==> src/rtl/usr_pkg.sv <==
// -----------------------------------------------------------------------------
// usr_pkg
// Shared definitions for the universal shift register.
//   MODE_W      width of the per-cycle operation select
//   MODE_*      operation encodings (110/111 are reserved and act as HOLD)
// -----------------------------------------------------------------------------
package usr_pkg;

   localparam int MODE_W = 3;

   localparam logic [MODE_W-1:0] MODE_HOLD = 3'b000;
   localparam logic [MODE_W-1:0] MODE_SHL  = 3'b001;
   localparam logic [MODE_W-1:0] MODE_SHR  = 3'b010;
   localparam logic [MODE_W-1:0] MODE_LOAD = 3'b011;
   localparam logic [MODE_W-1:0] MODE_ROTL = 3'b100;
   localparam logic [MODE_W-1:0] MODE_ROTR = 3'b101;

endpackage

==> src/rtl/usr_shift_counter.sv <==
// -----------------------------------------------------------------------------
// usr_shift_counter
// Counts serial shifts modulo WIDTH and raises a registered one-cycle
// word_valid pulse on the cycle after the WIDTH-th shift.
// Ports:
//   clk         rising-edge clock
//   reset       synchronous active-low reset (clears count and pulse)
//   en          clock enable; 0 holds the count and drops the pulse
//   inc         count one shift this cycle
//   clr         restart the word (LOAD); wins over inc
//   cnt         shifts since the last load / word boundary
//   word_valid  one-cycle pulse: a full word has been shifted
// -----------------------------------------------------------------------------
module usr_shift_counter
   import usr_pkg::*;
#(
   parameter int WIDTH = 8,
   parameter int CNT_W = $clog2(WIDTH)
) (
   input  logic             clk,
   input  logic             reset,
   input  logic             en,
   input  logic             inc,
   input  logic             clr,
   output logic [CNT_W-1:0] cnt,
   output logic             word_valid
);

   localparam logic [CNT_W-1:0] CNT_LAST = CNT_W'(WIDTH - 1);
   localparam logic [CNT_W-1:0] CNT_ONE  = CNT_W'(1);

   logic [CNT_W-1:0] r_cnt;
   logic             r_wv;
   logic [CNT_W-1:0] w_cnt_nxt;
   logic             w_wv_nxt;

   // Next count and pulse; the pulse is only ever high for the wrap cycle.
   always_comb begin
      w_cnt_nxt = r_cnt;
      w_wv_nxt  = 1'b0;
      if (!en) begin
         w_cnt_nxt = r_cnt;
      end else if (clr) begin
         w_cnt_nxt = '0;
      end else if (inc) begin
         if (r_cnt == CNT_LAST) begin
            w_cnt_nxt = '0;
            w_wv_nxt  = 1'b1;
         end else begin
            w_cnt_nxt = r_cnt + CNT_ONE;
         end
      end else begin
         w_cnt_nxt = r_cnt;
      end
   end

   // Count and pulse registers with synchronous active-low reset.
   always_ff @(posedge clk) begin
      if (!reset) begin
         r_cnt <= '0;
         r_wv  <= 1'b0;
      end else begin
         r_cnt <= w_cnt_nxt;
         r_wv  <= w_wv_nxt;
      end
   end

   assign cnt        = r_cnt;
   assign word_valid = r_wv;

endmodule

==> src/rtl/universal_shift_register.sv <==
// -----------------------------------------------------------------------------
// universal_shift_register
// WIDTH-bit shift register with per-cycle mode select (hold, shift left,
// shift right, parallel load, optional rotate) and a framed shift counter.
// Optional feature macro: USR_ROTATE_EN (modes 100/101 rotate; otherwise HOLD).
// Ports:
//   clk         rising-edge clock
//   reset       synchronous active-low reset; dominates en and mode
//   en          clock enable; 0 holds all state
//   mode        operation select (see usr_pkg)
//   sin_l       serial in at bit 0 on SHL
//   sin_r       serial in at bit WIDTH-1 on SHR
//   par_in      parallel load data
//   q           register contents
//   dout        serial out, q[WIDTH-1]
//   dout_lsb    serial out, q[0]
//   shift_cnt   shifts since last load / word boundary
//   word_valid  one-cycle pulse after WIDTH shifts
// -----------------------------------------------------------------------------
module universal_shift_register
   import usr_pkg::*;
#(
   parameter int WIDTH = 8,
   parameter int CNT_W = $clog2(WIDTH)
) (
   input  logic              clk,
   input  logic              reset,
   input  logic              en,
   input  logic [MODE_W-1:0] mode,
   input  logic              sin_l,
   input  logic              sin_r,
   input  logic [WIDTH-1:0]  par_in,
   output logic [WIDTH-1:0]  q,
   output logic              dout,
   output logic              dout_lsb,
   output logic [CNT_W-1:0]  shift_cnt,
   output logic              word_valid
);

   logic [WIDTH-1:0] r_q;
   logic [WIDTH-1:0] w_q_nxt;
   logic             w_inc;
   logic             w_clr;

   // Data path mux; also tells the counter whether this cycle counts or restarts.
   always_comb begin
      w_q_nxt = r_q;
      w_inc   = 1'b0;
      w_clr   = 1'b0;
      case (mode)
         MODE_HOLD: begin
            w_q_nxt = r_q;
         end
         MODE_SHL: begin
            w_q_nxt = {r_q[WIDTH-2:0], sin_l};
            w_inc   = 1'b1;
         end
         MODE_SHR: begin
            w_q_nxt = {sin_r, r_q[WIDTH-1:1]};
            w_inc   = 1'b1;
         end
         MODE_LOAD: begin
            w_q_nxt = par_in;
            w_clr   = 1'b1;
         end
`ifdef USR_ROTATE_EN
         MODE_ROTL: begin
            w_q_nxt = {r_q[WIDTH-2:0], r_q[WIDTH-1]};
         end
         MODE_ROTR: begin
            w_q_nxt = {r_q[0], r_q[WIDTH-1:1]};
         end
`endif
         default: begin
            // Reserved codes (and rotates when not built) behave as HOLD.
            w_q_nxt = r_q;
         end
      endcase
   end

   // Register contents; en gates every update except reset.
   always_ff @(posedge clk) begin
      if (!reset) begin
         r_q <= '0;
      end else if (en) begin
         r_q <= w_q_nxt;
      end else begin
         r_q <= r_q;
      end
   end

   usr_shift_counter #(
      .WIDTH (WIDTH),
      .CNT_W (CNT_W)
   ) u_cnt (
      .clk        (clk),
      .reset      (reset),
      .en         (en),
      .inc        (w_inc),
      .clr        (w_clr),
      .cnt        (shift_cnt),
      .word_valid (word_valid)
   );

   assign q        = r_q;
   assign dout     = r_q[WIDTH-1];
   assign dout_lsb = r_q[0];

endmodule

==> config.mk <==
export PLATFORM = sky130hd
export DESIGN_NAME = universal_shift_register
export DESIGN_NICKNAME = d
export VERILOG_FILES = /design/src/rtl/usr_pkg.sv /design/src/rtl/usr_shift_counter.sv /design/src/rtl/universal_shift_register.sv
export SDC_FILE = /design/constraint.sdc
export NUM_CORES = 1
export LEC_CHECK = 0
export CAP_MARGIN = 10
export CORE_MARGIN = 4
export CORE_UTILIZATION = 36
export CTS_CLUSTER_DIAMETER = 200
export DETAILED_ROUTE_END_ITERATION = 12
export PLACE_DENSITY = 0.73
export SYNTH_ARGS = -nofsm -noshare
export SYNTH_HDL_FRONTEND = slang
export SYNTH_SLANG_ARGS = --single-unit
==> constraint.sdc <==
create_clock -name clk -period 1.2 [get_ports clk]
set_clock_uncertainty 0.2 [all_clocks]
set_input_delay 0.18 -clock clk [delete_from_list [all_inputs] [get_ports clk]]
set_output_delay 0.18 -clock clk [all_outputs]
set_load 0.05 [all_outputs]
==> flow_summary.yaml, run 1 <==
status:
  outcome: "complete, but fails checks"
  violations: "setup timing"
worst_setup_path:
  r2r-end: "u_cnt.cnt[2]"
  crit_path_top_delay_cell: "dfxtp_4"
  worst_r2r_path_depth: 4
  start_kind: "flip-flop"
  crit_fanout: 2
  crit_required_ns: 0.82
  crit_start: "u_cnt.cnt[0]"
  crit_end: "shift_cnt[0]"
  r2r_slack_ns: -0.02
  r2r_start: "u_cnt.cnt[0]"
  arrival_ns: 0.90
  path_cells: "buf_6 -> buf_12"
  max_stage_delay_ns: 0.37
  cp-end-kind: "output port"
  crit_type: "flip-flop to output port"
place:
  portBuffers: 29
  globalplace.congestion: 0.736
  pre_cts_slack_ns: -0.535
  dp_hpwl_um: 1530
drt:
  wl_met3_um: 140
  num_vias: 701
  drtIter0Drc: 14
  remaining_drc_errors: 0
  drt-total-wl_um: 2120
  first_pass_iters: 5
  met1_length_um: 872
  postRouteAntennaNets: 0
  routed-wl-met2_um: 1070
  post_drt_wl_per_cell_um: 15.0
  top_layer: "met4"
  via_per_inst: 4.97
sta:
  fin_ws_ns: -0.0796
  setup_viol: 4
  worst_pin_slew_ns: 0.321
  max_freq_mhz: 781
  hold_viol_final: 0
  tns_ns: -0.175
  slew_viol_final: 0
  post-route-min-period_ns: 1.28
  max-slew-margin-rel_pct: 78.5
  rsz0062_at_grt: "true"
  min_period_over_period_pct: 107
synth:
  yosys_most_used_dff: "dfxtp_1"
  synth_compound_area_share_pct: 26.4
  synth_edf_count: 0
  syn_avg_cell_area_um2: 9.03
  synth_warnings: 0
  synth_mux_area_share_pct: 10.4
  synth_fa_ha_area_share_pct: 3.70
  synth_area_leader_cell: "dfxtp_1"
  yosys.area_share.simple_pct: 18.5
  synth-xor-area-share_pct: 0
  syn-cell-area_um2: 677
  yosys.area.top_type_share_pct: 35.5
  synth_cells: 75
  yosysSeqAreaShare_pct: 35.5
  async_flop_share_pct: 0
  synth_cell_types: 21
  synth_top_family_by_area: "compound AO/OA/AOI/OAI gates"
  syn_nets: 93
  yosys_register_bits: 12
  synth_top_cells_by_area: "dfxtp_1, mux2i_1, a21boi_1"
global_route:
  grt_remaining_overflow: 0
  antenna_found_initial: 0
  first_global_vias: 720
  grt.total_usage_pct: 17.3
  grt_max_degree: 11
  grt_pass1_wl_um: 3390
power:
  p_seq_share_pct: 39.5
  combPwrFrac_pct: 29.6
  p_leak_nw: 0.515
  p_per_area_mw_per_mm2: 791
  power.internal_mw: 0.746
  switching_share_pct: 29.1
  p_sw_mw: 0.306
  peakVddDrop_v: 0.000801
  clockPowerShare_pct: 30.9
cts:
  cts_max_level: 1
  cts_root_buffer: "clkbuf_4"
  clockBufferDepth: 2
  clk_pin_slew_worst_paths_ns: 0.08
  numCtsBuffers: 3
  clk_latency_ns: 0.28
  clock_sinks: 12
  cts_tree: "built"
cells_and_area:
  fill_cells: 124
  nNetsFinal: 135
  antenna_cells: 0
  area_growth_pct: 96.3
  drive_gt1_share_pct: 46.6
  final_util_pct: 76.1
floorplanning:
  rows: 15
  io_pins: 30
  dieWidth_um: 51.4
  die_h_um: 51.4
  start_util_pct: 38.8
  core_mm2: 0.00175
  die_area_mm2: 0.00264
flow_run:
  drv_cap: 0
worst_hold_path:
  hp-class: "input port to flip-flop"
-- kinds of logic after synthesis --
logic type | count (synthesis)
simple gates | 25
fa+ha+maj | 2
flops | 12
compound gates | 23
mux | 7
buf+inv | 6
-- worst max-delay path: cells and delay by family (launching register included) --
| family | cells | cell delay (ns) |
|---|---|---|
| DFF | 1 | 0.37 |
| buffers and inverters | 2 | 0.25 |
-- placed cells by master, fill, tap and decap left out, drive strengths merged --
master | netlist | routed
buf | 4 | 27
nand2 | 14 | 14
a21oi | 1 | 1
dfxtp | 12 | 12
and3 | 1 | 1
o21ai | 2 | 2
dlygate4sd2 | 0 | 1
nor2b | 4 | 4
clkbuf | 1 | 7
inv | 1 | 1
mux2i | 7 | 7
nor2 | 3 | 3
a21boi | 7 | 7
a211oi | 1 | 1
a31oi | 2 | 2
o211ai | 7 | 7
a22oi | 3 | 3
and2b | 1 | 1
ha | 2 | 2
nand2b | 2 | 2
clkdlybuf4s50 | 0 | 11
-- cells in the mapped netlist, types with 2 or more instances --
master,count
o211ai_1,7
dfxtp_1,12
nor2_1,2
nor2b_1,4
a22oi_1,3
buf_4,4
nand2_1,14
nand2b_1,2
a21boi_1,7
ha_1,2
mux2i_1,7
a31oi_1,2
-- registers in the layout (all words and copies together), names as in the netlist --
signal / count
u_cnt.word_valid: 1
u_cnt.cnt: 3
q: 8
-- power by group through the flow --
stage / clock network (mW) / logic [mW] / registers, mW
6_report: 0.325 / 0.311 / 0.416
5_1_grt: 0.350 / 0.329 / 0.418
4_1_cts: 0.332 / 0.310 / 0.425
3_5_place_dp: 0 / 0.295 / 0.438
3_3_place_gp: 0 / 0.290 / 0.436
2_1_floorplan: 0 / 0.0995 / 0.474
-- layer usage --
metal | GRT usage [%] | up-vias
met2 | 29.0 | 25
met1 | 20.2 | 324
li1 | - | 348
met3 | 5.25 | 4
met5 | 0 | -
met4 | 7.42 | 0
-- repair_timing --
item                                    4_1_cts  5_1_grt
setup buffers                                 2        0
hold buffers                                  0        0
pin swaps                                     2        2
gates cloned                                  0        1
gates resized for setup                      20       11
endpoints found under the setup margin       22       25
-- worst min-delay path by stage --
stage                     cells past startpoint  slack, ns    start  endpoint
after global placement                        2       0.28     q[6]      q[6]
after global routing                          3       0.11  mode[1]      q[5]
after floorplan                               2       0.11    reset      q[5]
final                                         3        0.1  mode[1]      q[5]
after detailed placement                      2       0.28     q[1]      q[1]
after CTS                                     3       0.26  mode[1]      q[5]
-- cell type report --
class	count	area [um2]	share of cell area [%]
Timing Repair Buffer	42	524	39.5
Multi-Input combinational cell	57	452	34.0
Sequential cell	12	282	21.2
Clock buffer	4	36.3	2.73
Tap cell	25	31.3	2.35
Inverter	1	3.75	0.282
-- stage by stage --
stage	hold WS (ns)	instance area, um2	power, mW	instances
floorplan	0.111	717	0.573	75
global placement	0.283	1230	0.727	135
detailed placement	0.284	1230	0.733	135
CTS	0.259	1320	1.07	140
global route	0.114	1330	1.10	141
finish	0.0990	1330	1.05	141
Power figures use the tool's default switching activity.
==> run 2: changes to the inputs <==
MAX_ROUTING_LAYER = met4   (was default)
==> flow_summary.yaml, run 2 (synthesis results as in run 1) <==
floorplanning:
  io_pins: 30
  die_area_mm2: 0.00264
  die_h_um: 51.4
  core_mm2: 0.00175
  start_util_pct: 38.8
  dieWidth_um: 51.4
  rows: 15
worst_setup_path:
  crit_type: "flip-flop to output port"
  crit_fanout: 2
  path_cells: "buf_6 -> buf_12"
  cp-end-kind: "output port"
  arrival_ns: 0.90
  crit_path_top_delay_cell: "dfxtp_4"
  max_stage_delay_ns: 0.37
  start_kind: "flip-flop"
  crit_required_ns: 0.82
place:
  place_inst: 135
  placed_area_mm2: 0.00123
  pre_cts_slack_ns: -0.535
  dp_hpwl_um: 1530
  portBuffers: 29
  globalplace.congestion: 0.745
global_route:
  grt_util_met1_pct: 20.6
  grt_pass1_wl_um: 3400
  use_met3_pct: 4.96
  grt_max_degree: 11
  busiest_layer: "met2"
  grt.total_usage_pct: 17.8
  grt_remaining_overflow: 0
  met2_usage_pct: 28.8
  first_global_vias: 718
  antenna_found_initial: 0
sta:
  fin_ws_ns: -0.0800
  max_freq_mhz: 781
  tns_ns: -0.178
  slew_viol_final: 0
  hold_viol_final: 0
  worst_pin_slew_ns: 0.321
  rsz0062_at_grt: "true"
  max-slew-margin-rel_pct: 78.5
  min_period_over_period_pct: 107
  setup_viol: 4
  whs_ns: 0.100
  post-route-min-period_ns: 1.28
cells_and_area:
  antenna_cells: 0
  final_cells: 141
  multiInputGateArea_um2: 452
  design_area_mm2: 0.00133
  final_util_pct: 76.1
  nNetsFinal: 135
  fill_cells: 124
  regArea_um2: 282
  drive_gt1_share_pct: 46.6
  area_growth_pct: 96.3
  most-common-layout-cells: "nand2_1, buf_12, clkdlybuf4s50_1, dfxtp_4, buf_4"
  largest_reg_flops: 8
drt:
  num_vias: 703
  post_drt_wl_per_cell_um: 15.1
  postRouteAntennaNets: 0
  drt-total-wl_um: 2140
  drtIter0Drc: 15
  via_per_inst: 4.99
  first_pass_iters: 5
  remaining_drc_errors: 0
flow_run:
  drv_cap: 0
cts:
  clockBufferDepth: 2
  cts_tree: "built"
  cts_max_level: 1
  cts_root_buffer: "clkbuf_4"
  clock_sinks: 12
  clk_pin_slew_worst_paths_ns: 0.08
  hold_buffers: 0
  clk_latency_ns: 0.28
  numCtsBuffers: 3
power:
  total_power_mw: 1.05
  p_leak_nw: 0.515
  peakVddDrop_v: 0.000804
  p_per_area_mw_per_mm2: 792
status:
  outcome: "complete, but fails checks"
  violations: "setup timing"
worst_hold_path:
  hp-class: "input port to flip-flop"
## run 2: cell counts in the layout (fill, tap and decap cells not counted)
No cell type changed its count.
## run 2: timing repair
item | CTS | global route
pin swaps | 2 | 2
resized for setup | 20 | 11
setup endpoints to repair | 22 | 24
cloned | 0 | 1
setup buffers | 2 | 0
## run 2: cell type report
| type | count | share of cell area, % |
|---|---|---|
| Multi-Input combinational cell | 57 | 34.0 |
| Timing Repair Buffer | 42 | 39.5 |
| Clock buffer | 4 | 2.73 |
| Tap cell | 25 | 2.35 |
| Sequential cell | 12 | 21.2 |
| Inverter | 1 | 0.282 |
## run 2: power by group
group | internal [mW] | total, mW | switching, mW
Sequential | 0.395 | 0.416 | 0.0205
Clock | 0.185 | 0.325 | 0.141
Combinational | 0.166 | 0.312 | 0.146
Total | 0.746 | 1.05 | 0.307
## run 2: routing by layer
layer  up-vias  wire (um)
met5         -          0
met3         4        130
met4         0         34
met1       326        910
li1        348          -
met2        25       1060
## run 2: path summary, 6_finish.rpt
check	start	end	slack, ns	cells after the start
max	u_cnt.cnt[0]	shift_cnt[0]	-0.08	2
min	mode[1]	q[5]	0.10	3
max reg2reg	u_cnt.cnt[0]	u_cnt.cnt[0]	-0.02	5
min reg2reg	q[1]	q[1]	0.30	2
## run 2: critical path: cells and delay by family (launching register included)
family,cells,cell delay [ns]
buf+inv,2,0.26
flops,1,0.37
==> run 3: changes to the inputs <==
CORE_UTILIZATION = 40   (was 36)
PLACE_DENSITY = 0.77   (was 0.73)
SKIP_LAST_GASP = 1   (was default)
clock period = 1.3 ns   (was 1.2 ns; I/O delays follow)
==> flow_summary.yaml, run 3 (synthesis results as in run 1) <==
worst_setup_path:
  crit_path_top_delay_cell: "dfxtp_1"
  r2r_slack_ns: 0.10
  cp-end-kind: "output port"
  r2r_start: "u_cnt.cnt[0]"
  crit_required_ns: 0.90
  crit_buf_inv: 1
  arrival_ns: 0.86
  critPathTopFamily: "flip-flops"
  r2r-end: "u_cnt.cnt[0]"
  worst_r2r_path_depth: 5
  crit_type: "flip-flop to output port"
  start_kind: "flip-flop"
  crit_fanout: 4
  path_cells: "buf_12"
  max_stage_delay_ns: 0.42
power:
  p_sw_mw: 0.281
  p_per_area_mw_per_mm2: 764
  power.internal_mw: 0.700
  switching_share_pct: 28.6
  p_leak_nw: 0.507
  p_seq_share_pct: 40.7
  peakVddDrop_v: 0.000749
  total_power_mw: 0.981
  combPwrFrac_pct: 28.3
  clockPowerShare_pct: 31.0
drt:
  postRouteAntennaNets: 0
  drtIter0Drc: 6
  via_per_inst: 5.42
  post_drt_wl_per_cell_um: 14.6
  first_pass_iters: 4
  drt-total-wl_um: 1880
  num_vias: 699
  remaining_drc_errors: 0
cts:
  cts_root_buffer: "clkbuf_4"
  cts_max_level: 1
  clock_sinks: 12
  clockBufferDepth: 2
  clk_latency_ns: 0.29
  numCtsBuffers: 3
  clk_pin_slew_worst_paths_ns: 0.08
  cts_tree: "built"
sta:
  min_period_over_period_pct: 96.5
  setup_viol: 0
  slew_viol_final: 0
  post-route-min-period_ns: 1.25
  whs_ns: 0.115
  worst_pin_slew_ns: 0.309
  tns_ns: 0
  max_freq_mhz: 797
  rsz0062_at_grt: "false"
  fin_ws_ns: 0.0452
  max-slew-margin-rel_pct: 79.3
  hold_viol_final: 0
cells_and_area:
  final_common_cell: "buf_12"
  antenna_cells: 0
  largest_reg_flops: 8
  drive_gt1_share_pct: 43.4
  most-common-layout-cells: "buf_12, nand2_1, clkdlybuf4s50_1"
  final_cells: 129
  final_util_pct: 82.3
  design_area_mm2: 0.00128
  nNetsFinal: 132
  area_growth_pct: 89.6
  fill_cells: 92
  multiInputGateArea_um2: 452
  regArea_um2: 258
place:
  dp_hpwl_um: 1410
  place_inst: 124
  globalplace.congestion: 0.790
  placed_area_mm2: 0.00120
  portBuffers: 29
  pre_cts_slack_ns: -0.464
floorplanning:
  dieWidth_um: 49.1
  start_util_pct: 43.4
  rows: 14
  die_h_um: 49.1
  core_mm2: 0.00156
  io_pins: 30
  die_area_mm2: 0.00241
global_route:
  busiest_layer: "met2"
  grt_pass1_wl_um: 3240
  met2_usage_pct: 26.1
  grt_remaining_overflow: 0
  grt.total_usage_pct: 18.2
  use_met3_pct: 7.95
  grt_max_degree: 12
  grt_util_met1_pct: 20.8
  first_global_vias: 721
  antenna_found_initial: 0
worst_hold_path:
  holdPathEnd: "q[5]"
  hold_path_startpoint: "mode[1]"
  hp-class: "input port to flip-flop"
  holdPathStages: 3
flow_run:
  drv_cap: 0
status:
  outcome: "completed"
## run 3: how the worst max path moves through the flow
stage,slack (ns),from,cells past startpoint,end
6_report,0.05,q[2],1,q[2]
2_1_floorplan,-0.02,q[4],4,q[3]
5_1_grt,0.001,q[2],1,q[2]
3_3_place_gp,-0.44,mode[1],6,u_cnt.cnt[1]
3_5_place_dp,-0.46,mode[1],6,u_cnt.cnt[1]
4_1_cts,0.003,q[3],1,q[3]
## run 3: per-layer routing
metal,vias up,share of wire [%]
li1,344,-
met1,323,42
met2,28,49
met3,4,6.4
met4,0,2.7
met5,-,0
## run 3: power by group through the flow
stage | logic, mW | registers, mW | clock network [mW]
floorplan | 0.0916 | 0.437 | 0
global placement | 0.268 | 0.405 | 0
detailed placement | 0.272 | 0.406 | 0
CTS | 0.269 | 0.399 | 0.310
global route | 0.297 | 0.402 | 0.330
finish | 0.278 | 0.399 | 0.304
## run 3: final cells by class
type                            instances  area share [%]
Inverter                                1           0.292
Multi-Input combinational cell         57            35.2
Timing Repair Buffer                   39            40.1
Tap cell                               16            1.56
Sequential cell                        12            20.1
Clock buffer                            4            2.83
## run 3: timing repair
action | 4_1_cts | 5_1_grt
endpoints found under the setup margin | 13 | 12
pin swaps | 3 | 3
gates cloned | 0 | 0
setup buffers | 0 | 2
resized for setup | 6 | 12
hold buffers | 0 | 0
